[config.mk]
export PLATFORM = sky130hd
export DESIGN_NAME = regfile_write_arbiter
export DESIGN_NICKNAME = d
export VERILOG_FILES = /design/src/rtl/regfile_write_arbiter.sv
export SDC_FILE = /design/constraint.sdc
export NUM_CORES = 1
export LEC_CHECK = 0
export BUFFER_PORTS_ARGS = -buffer_cell sky130_fd_sc_hd__buf_2
export CAP_MARGIN = 20
export CORE_UTILIZATION = 39
export CTS_CLUSTER_SIZE = 8
export DETAILED_ROUTE_END_ITERATION = 6
export GPL_TIMING_DRIVEN = 0
export PLACE_DENSITY = 0.88
export RECOVER_POWER = 50
export SYNTH_ARGS = -nofsm -noshare
export SYNTH_HDL_FRONTEND = slang
export SYNTH_SLANG_ARGS = --single-unit
[constraint.sdc]
create_clock -name clk -period 1.3 [get_ports clk]
set_input_delay 0.065 -clock clk [delete_from_list [all_inputs] [get_ports clk]]
set_output_delay 0.065 -clock clk [all_outputs]
set_load 0.01 [all_outputs]
[src/rtl/regfile_write_arbiter.sv]
// regfile_write_arbiter
// Owns the register file's single write port. After reset it sweeps x01..x31
// to CLEAR_VALUE, because the register file itself has no reset. It then
// shares the port between two writeback requesters (req0 = ALU,
// req1 = load unit). The requesters are arbitrated round-robin with
// valid/ready handshakes, and at most one write is made per cycle.
// The write-port outputs are registered. A write that is accepted in one
// cycle appears on rf_wr_* at the next edge.

module regfile_write_arbiter #(
  parameter bit          CLEAR_ON_RESET = 1'b1,
  parameter logic [31:0] CLEAR_VALUE    = 32'd0
) (
  input  logic        clk,
  input  logic        rst,
  input  logic        req0_valid,
  output logic        req0_ready,
  input  logic [4:0]  req0_addr,
  input  logic [31:0] req0_data,
  input  logic        req1_valid,
  output logic        req1_ready,
  input  logic [4:0]  req1_addr,
  input  logic [31:0] req1_data,
  output logic        init_done,
  output logic        rf_wr_ena,
  output logic [4:0]  rf_wr_addr,
  output logic [31:0] rf_wr_data
);

  localparam int          NUM_REQ  = 2;
  localparam logic [4:0]  LAST_REG = 5'd31;
  localparam logic [4:0]  FIRST_REG = 5'd1;

  typedef enum logic {
    CLEAR = 1'b0,
    RUN   = 1'b1
  } state_t;

  // When the sweep is disabled, the block comes out of reset already serving requests.
  localparam state_t RESET_STATE = CLEAR_ON_RESET ? CLEAR : RUN;
  localparam logic   RESET_INIT  = CLEAR_ON_RESET ? 1'b0 : 1'b1;

  // Architectural state
  state_t      state_reg,      state_next;
  logic [4:0]  clr_cnt_reg,    clr_cnt_next;
  logic        last_grant_reg, last_grant_next;
  logic        init_done_reg,  init_done_next;
  logic        wr_ena_reg,     wr_ena_next;
  logic [4:0]  wr_addr_reg,    wr_addr_next;
  logic [31:0] wr_data_reg,    wr_data_next;

  // Requester ports gathered into arrays so the grant logic is written once.
  logic [NUM_REQ-1:0] req_valid;
  logic [4:0]         req_addr [NUM_REQ];
  logic [31:0]        req_data [NUM_REQ];
  logic [NUM_REQ-1:0] req_ready;

  assign req_valid   = {req1_valid, req0_valid};
  assign req_addr[0] = req0_addr;
  assign req_addr[1] = req1_addr;
  assign req_data[0] = req0_data;
  assign req_data[1] = req1_data;

  // Grant selection
  logic grant_any;
  logic grant_idx;
  logic in_run;

  assign in_run = (state_reg == RUN);

  // Round-robin pick: a lone requester always wins; on a tie the one not served last wins.
  always_comb begin
    grant_any = 1'b0;
    grant_idx = 1'b0;
    unique case (req_valid)
      2'b01: begin
        grant_any = 1'b1;
        grant_idx = 1'b0;
      end
      2'b10: begin
        grant_any = 1'b1;
        grant_idx = 1'b1;
      end
      2'b11: begin
        grant_any = 1'b1;
        grant_idx = ~last_grant_reg;
      end
      default: begin
        grant_any = 1'b0;
        grant_idx = 1'b0;
      end
    endcase
  end

  // Per-requester ready. It is forced low during the sweep so that no
  // requester write can interleave with the clear.
  genvar gi;
  generate
    for (gi = 0; gi < NUM_REQ; gi++) begin : g_ready
      assign req_ready[gi] = in_run && grant_any &&
                             (grant_idx == 1'(gi)) && req_valid[gi];
    end
  endgenerate

  assign req0_ready = req_ready[0];
  assign req1_ready = req_ready[1];

  // Winner's payload
  logic        transfer;
  logic [4:0]  win_addr;
  logic [31:0] win_data;

  assign transfer = |req_ready;
  assign win_addr = req_addr[grant_idx];
  assign win_data = req_data[grant_idx];

  // Next-state logic: the clear sweep, then arbitrated writeback.
  always_comb begin
    state_next      = state_reg;
    clr_cnt_next    = clr_cnt_reg;
    last_grant_next = last_grant_reg;
    init_done_next  = init_done_reg;
    wr_ena_next     = 1'b0;
    wr_addr_next    = wr_addr_reg;
    wr_data_next    = wr_data_reg;

    unique case (state_reg)
      CLEAR: begin
        wr_ena_next  = 1'b1;
        wr_addr_next = clr_cnt_reg;
        wr_data_next = CLEAR_VALUE;
        clr_cnt_next = clr_cnt_reg + 5'd1;
        // init_done rises together with the final x31 write.
        if (clr_cnt_reg == LAST_REG) begin
          state_next     = RUN;
          init_done_next = 1'b1;
        end
      end
      RUN: begin
        if (transfer) begin
          wr_addr_next    = win_addr;
          wr_data_next    = win_data;
          // x00 is hardwired zero: the write is accepted but never issued.
          wr_ena_next     = (win_addr != 5'd0);
          last_grant_next = grant_idx;
        end
      end
      default: begin
        state_next = RESET_STATE;
      end
    endcase
  end

  // State and write-port registers. Reset drops any pending write and restarts the sweep.
  always_ff @(posedge clk) begin
    if (rst) begin
      state_reg      <= RESET_STATE;
      clr_cnt_reg    <= FIRST_REG;
      last_grant_reg <= 1'b1;
      init_done_reg  <= RESET_INIT;
      wr_ena_reg     <= 1'b0;
      wr_addr_reg    <= 5'd0;
      wr_data_reg    <= 32'd0;
    end else begin
      state_reg      <= state_next;
      clr_cnt_reg    <= clr_cnt_next;
      last_grant_reg <= last_grant_next;
      init_done_reg  <= init_done_next;
      wr_ena_reg     <= wr_ena_next;
      wr_addr_reg    <= wr_addr_next;
      wr_data_reg    <= wr_data_next;
    end
  end

  assign init_done  = init_done_reg;
  assign rf_wr_ena  = wr_ena_reg;
  assign rf_wr_addr = wr_addr_reg;
  assign rf_wr_data = wr_data_reg;

endmodule

Word-level counts from Yosys, hierarchy flattened
Index checks and enable logic that the tools add are counted. Widths: inputs -> output; s select.

Register bits after elaboration: 46. Bits of input ports: 78. Output and inout port bits: 41. Word-level logic and storage cells: 44.

Add/subtract/negate cells: 1. Magnitude comparators: 1. Equality and inequality tests: 5. Multiplexer cells: 16. Bitwise logic cells: 4. Reductions and logical operators: 10.

Operators with widths (count): $mux 32 (4); $pmux 32 s2 (1); $mux 5 (4); $pmux 5 s2 (1); $add 5x1->5 const B (1); $eq 5x5->1 const B (1); $logic_and 1x1->1 (5); $reduce_bool 5->1 (1); $eq 2x2->1 const B (2); $mux 1 (4); $pmux 1 s2 (2); $reduce_and 2->1 (2); $not 1->1 (3); $reduce_or 3->1 (1); $eq 2x1->1 const B (1); $ge 2x2->1 const B (1); $ne 2x1->1 const B (1); $not 1->2 (1); $reduce_or 2->1 (1).

Logic depth before layout (Yosys ltp)
Word-level depth: 9. Mapped depth: 5. Mapped depth without buffers: 5.

Worst setup path before layout
Ideal clock, no wire load.

Kind: register -> register. Start point: register clr_cnt_reg[0]. End point: register clr_cnt_reg[4]. Library setup time: 0.127 ns. Arrival: 1.080 ns. Data required time: 1.173 ns. Setup slack: 0.093 ns. Cell stages (with the launch flop): 6. Buffers on the path: 0. Clock period less this slack: 1.207 ns. Cells stage by stage: dfxtp_1 > ha_1 > and3_1 > ha_1 > mux2i_1 > nor2_1.

Longest elaborated chain between the ends: 1.

RTL lines: from (decl) (RTL line 45) `logic [4:0] clr_cnt_reg, clr_cnt_next;`; from (signal assigned) (RTL line 166) `clr_cnt_reg <= clr_cnt_next;`; $add 5x1->5 (RTL line 132) `clr_cnt_next = clr_cnt_reg + 5'd1;`.

Every way passes these cells. A chain may end at the register's enable or synchronous reset.

Final worst setup path
Start point: register last_grant_reg. End point: output port req1_ready.

Longest elaborated chain between the ends: 4.

RTL lines: from (decl) (RTL line 46) `logic last_grant_reg, last_grant_next;`; from (signal assigned) (RTL line 167) `last_grant_reg <= last_grant_next;`; $not 1->1 (RTL line 86) `grant_idx = ~last_grant_reg;`; $pmux 1 s2 (RTL line 75) `unique case (req_valid)`; $logic_and 1x1->1 (RTL line 100) `assign req_ready[gi] = in_run && grant_any &&`; $logic_and 1x1->1 (RTL line 101) `(grant_idx == 1'(gi)) && req_valid[gi];`; to (decl) (RTL line 21) `output logic req1_ready,`.

Every way passes these cells.

==> flow_results.xml <==
<?xml version="1.0" encoding="UTF-8"?>
<metrics>
  <group name="final_layout">
    <metric name="multi_input_comb_area" unit="sq um">985</metric>
    <metric name="final_nets" unit="">430</metric>
    <metric name="drive_above_1_share" unit="%">35.3</metric>
    <metric name="largest_register_ffs" unit="">32</metric>
    <metric name="area_added_between_synthesis_and_finish" unit="%">43.2</metric>
    <metric name="final_core_util" unit="%">59.2</metric>
    <metric name="final-seq-area" unit="sq um">928</metric>
    <metric name="fillers" unit="">451</metric>
    <metric name="antenna_cells_inserted" unit="">0</metric>
    <metric name="stdcell_area" unit="sq um">2830</metric>
    <metric name="layout.cells.non_filler" unit="">418</metric>
  </group>
  <group name="critical_path">
    <metric name="critPathArrivalTime" unit="ns">1.26</metric>
    <metric name="worst_r2r_startpoint" unit="">last_grant_reg</metric>
    <metric name="cp-startpoint" unit="">last_grant_reg</metric>
    <metric name="reg2reg_depth" unit="">4</metric>
    <metric name="crit_fanout" unit="">5</metric>
    <metric name="setup.worst_path.start_class" unit="">flip-flop</metric>
    <metric name="timing.setup.critical_path_class" unit="">reg -&gt; out</metric>
    <metric name="worst_setup_path_end_kind" unit="">output port</metric>
    <metric name="critical_path_required" unit="ns">1.24</metric>
    <metric name="worstSetupEndpoint" unit="">req1_ready</metric>
    <metric name="regToRegSetupSlack" unit="ns">0.04</metric>
    <metric name="reg2reg_to" unit="">rf_wr_data[31]</metric>
  </group>
  <group name="outcome">
    <metric name="outcome" unit="">finished with violations</metric>
    <metric name="violations" unit="">setup timing</metric>
  </group>
  <group name="clock_tree">
    <metric name="worst_skew_pair_latency" unit="ns">0.30</metric>
    <metric name="cts_tree" unit="">done</metric>
    <metric name="cts_hold_buf" unit="">0</metric>
    <metric name="cts-root-buf" unit="">clkbuf_8</metric>
    <metric name="numCtsBuffers" unit="">5</metric>
    <metric name="clk_sink_count" unit="">46</metric>
    <metric name="ctsHtreeMaxLevel" unit="">2</metric>
    <metric name="ctsLongestPathBuffers" unit="">2</metric>
    <metric name="clkTransAtPathRegs" unit="ns">0.09</metric>
  </group>
  <group name="yosys">
    <metric name="synth.yosys.seq_area_share" unit="%">46.6</metric>
    <metric name="post_synth_fa_ha_maj_area_fraction" unit="%">1.27</metric>
    <metric name="syn-instance-count" unit="">219</metric>
    <metric name="netlist_top_cells_area" unit="">dfxtp_1 (47%), a32oi_1 (14%), o21ai_0 (6.8%)</metric>
    <metric name="synth-compound-area-share" unit="%">28.0</metric>
    <metric name="asyncSetResetFlopFracSynth" unit="%">0</metric>
    <metric name="syn_avg_cell_area" unit="sq um">9.03</metric>
    <metric name="synthSimpleGateAreaFrac" unit="%">14.6</metric>
    <metric name="synth_flop_cell" unit="">dfxtp_1</metric>
    <metric name="flip_flop_and_latch_count_after_synthesis" unit="">46</metric>
    <metric name="synth_top_family_by_area" unit="">compound AO/OA/AOI/OAI gates</metric>
    <metric name="synthDistinctLibCells" unit="">32</metric>
    <metric name="post_synthesis_cell_area" unit="sq um">1980</metric>
    <metric name="proportion_of_synthesized_area_in_mux_cells" unit="%">3.54</metric>
    <metric name="warnings_synthesis" unit="">0</metric>
    <metric name="synth_xor_xnor_area_share" unit="%">0.886</metric>
    <metric name="post-synth-top-area-cell" unit="">dfxtp_1</metric>
    <metric name="postSynthNetCount" unit="">299</metric>
    <metric name="synth-edff-count" unit="">0</metric>
    <metric name="synth_top_area_share" unit="%">46.6</metric>
  </group>
  <group name="run">
    <metric name="max_cap_viol_count" unit="">0</metric>
  </group>
  <group name="detailed_routing">
    <metric name="drt_first_pass_iters" unit="">4</metric>
    <metric name="antenna_violating_nets_remaining" unit="">0</metric>
    <metric name="detail_route.vias_per_cell" unit="">5.29</metric>
    <metric name="num_vias" unit="">2211</metric>
    <metric name="routed_wl" unit="um">5950</metric>
    <metric name="detail_route.drc_violations" unit="">0</metric>
    <metric name="detailed_route_iter0_violations" unit="">89</metric>
    <metric name="avgRoutedWirePerCell" unit="um">14.2</metric>
  </group>
  <group name="global_route">
    <metric name="track_usage" unit="%">21.7</metric>
    <metric name="grt_max_degree" unit="">14</metric>
    <metric name="grt_pass1_wl" unit="um">8860</metric>
    <metric name="via_count_of_the_first_global_routing_pass" unit="">1969</metric>
    <metric name="initial_antenna_violation_count" unit="">0</metric>
    <metric name="global_route.overflow_total" unit="">0</metric>
  </group>
  <group name="timing">
    <metric name="layout_min_cycle_time" unit="ns">1.32</metric>
    <metric name="timing.final.max_slew_violations" unit="">0</metric>
    <metric name="setup_slack" unit="ns">-0.0215</metric>
    <metric name="setup_viol" unit="">1</metric>
    <metric name="max_slew.worst_pin.slew" unit="ns">0.459</metric>
    <metric name="hold_ws" unit="ns">0.0285</metric>
    <metric name="max_freq" unit="MHz">757</metric>
    <metric name="max_slew_margin" unit="%">69.3</metric>
    <metric name="rsz_0062_raised_after_global_routing" unit="">true</metric>
    <metric name="timing.final.crit_share" unit="%">102</metric>
    <metric name="fin_worst_skew" unit="ns">0.00783</metric>
    <metric name="hold_viol_final" unit="">0</metric>
    <metric name="tns" unit="ns">-0.0215</metric>
  </group>
  <group name="placement">
    <metric name="place.detailed.hpwl" unit="um">4240</metric>
    <metric name="placed_area" unit="sq um">2650</metric>
    <metric name="routabilityCongestion" unit="">0.843</metric>
    <metric name="dp.cells" unit="">403</metric>
    <metric name="placement.io_buffers" unit="">117</metric>
  </group>
  <group name="power">
    <metric name="combinationalPowerShare" unit="%">13.1</metric>
    <metric name="clock_share_of_power" unit="%">33.1</metric>
    <metric name="power_leakage" unit="nW">1.15</metric>
    <metric name="power_dens_cells" unit="nW/um^2">950</metric>
    <metric name="cell_internal_pwr" unit="mW">2.05</metric>
    <metric name="seqPwrFrac" unit="%">53.8</metric>
    <metric name="power.share.switching" unit="%">23.7</metric>
    <metric name="netsw" unit="uW">638</metric>
    <metric name="power.ir.vdd_worst" unit="V">0.000672</metric>
  </group>
  <group name="die">
    <metric name="num_io_pins" unit="">119</metric>
    <metric name="fp.dieArea" unit="sq um">5360</metric>
    <metric name="floorplan.die.width" unit="um">73.2</metric>
    <metric name="initial_utilization" unit="%">41.3</metric>
    <metric name="coreArea" unit="sq um">4790</metric>
    <metric name="chip_height" unit="um">73.2</metric>
    <metric name="std_cell_rows" unit="">25</metric>
  </group>
  <group name="min_path">
    <metric name="min_delay_worst_type" unit="">in -&gt; reg</metric>
  </group>
</metrics>
==> repair_timing <==
item / CTS / global route
pin swaps: 2 / 2
buffers inserted: 7 / 2
endpoints found under the setup margin: 13 / 33
resized for setup: 11 / 17
==> worst max-delay path, cell delays in order, from the launching register on <==
cell	delay [ns]
dfxtp_4	0.37
a21boi_4	0.21
buf_6	0.14
and2_4	0.15
buf_6	0.09
==> area by class of cell <==
class                      count  area share (%)
multi-input combinational    152            34.8
sequential                    46            32.8
timing repair buffer         126            21.8
buffer                        18            4.29
clock buffer                   7            3.05
tap                           67            2.96
clock inverter                 1           0.177
inverter                       1           0.133
==> worst min path at each step <==
| stage | startpoint | endpoint | slack (ns) | cells past startpoint |
|---|---|---|---|---|
| 2_1_floorplan | rst | last_grant_reg | 0.17 | 1 |
| 3_3_place_gp | req1_data[16] | rf_wr_data[16] | 0.32 | 3 |
| 3_5_place_dp | req1_data[16] | rf_wr_data[16] | 0.33 | 3 |
| 4_1_cts | req1_data[16] | rf_wr_data[16] | 0.02 | 3 |
| 5_1_grt | req1_data[13] | rf_wr_data[13] | 0.04 | 3 |
| 6_report | req1_data[14] | rf_wr_data[14] | 0.03 | 3 |
==> cell usage after synthesis, types with 2 or more instances <==
library cell,count
nand2b_1,2
o22ai_1,5
clkbuf_1,7
nor2b_1,6
buf_2,12
mux2i_1,7
ha_1,2
o21ai_0,27
nor2_1,12
o21ai_1,5
a32oi_1,32
nand2_1,33
dfxtp_1,46
a31oi_1,5
==> cells by family (layout without fill, tap and decap cells) <==
logic type               Yosys count  count (layout)
multiplexers                       7               7
buffers and inverters             21             153
flip-flops                        46              46
adder cells (fa/ha/maj)            2               2
AND/OR/NAND/NOR                   61              61
AO/OA/AOI/OAI                     80              80
XOR/XNOR                           2               2
==> through the flow <==
| step | power (mW) | worst slack [ns] |
|---|---|---|
| after floorplan | 1.63 | 0.0930 |
| after global placement | 1.79 | -0.0494 |
| after detailed placement | 1.80 | -0.128 |
| after CTS | 2.70 | -0.00464 |
| after global routing | 2.80 | -0.0548 |
| final | 2.69 | -0.0215 |
==> power by group through the flow <==
| stage | registers [mW] | clock network (mW) | logic [mW] |
|---|---|---|---|
| final | 1.45 | 0.891 | 0.353 |
| after global routing | 1.45 | 0.963 | 0.387 |
| after CTS | 1.45 | 0.909 | 0.348 |
| after detailed placement | 1.48 | 0 | 0.320 |
| after global placement | 1.48 | 0 | 0.307 |
| after floorplan | 1.48 | 0 | 0.148 |
==> placed cells by master (no fill, tap or decap), types with 2 or more instances in the layout <==
cell	synthesis	final
o21ai_0	27	26
clkbuf_8	0	6
clkbuf_1	7	39
buf_6	1	5
a32oi_1	32	32
a31oi_1	5	5
clkbuf_4	0	4
mux2i_1	7	7
o22ai_1	5	5
nor2_1	12	12
dfxtp_1	46	42
o21ai_1	5	6
buf_4	0	10
nor2b_1	6	6
dfxtp_2	0	3
nand2b_1	2	2
buf_2	12	86
nand2_1	33	33
==> layer usage <==
| metal | wire length [um] | vias to the layer above | GRT usage [%] |
|---|---|---|---|
| li1 | - | 1078 | - |
| met1 | 2410 | 1023 | 26.9 |
| met2 | 3060 | 103 | 37.9 |
| met3 | 416 | 7 | 4.70 |
| met4 | 58 | 0 | 5.45 |
| met5 | 0 | - | 0 |
Note: power is estimated with default switching activity, not from simulation.
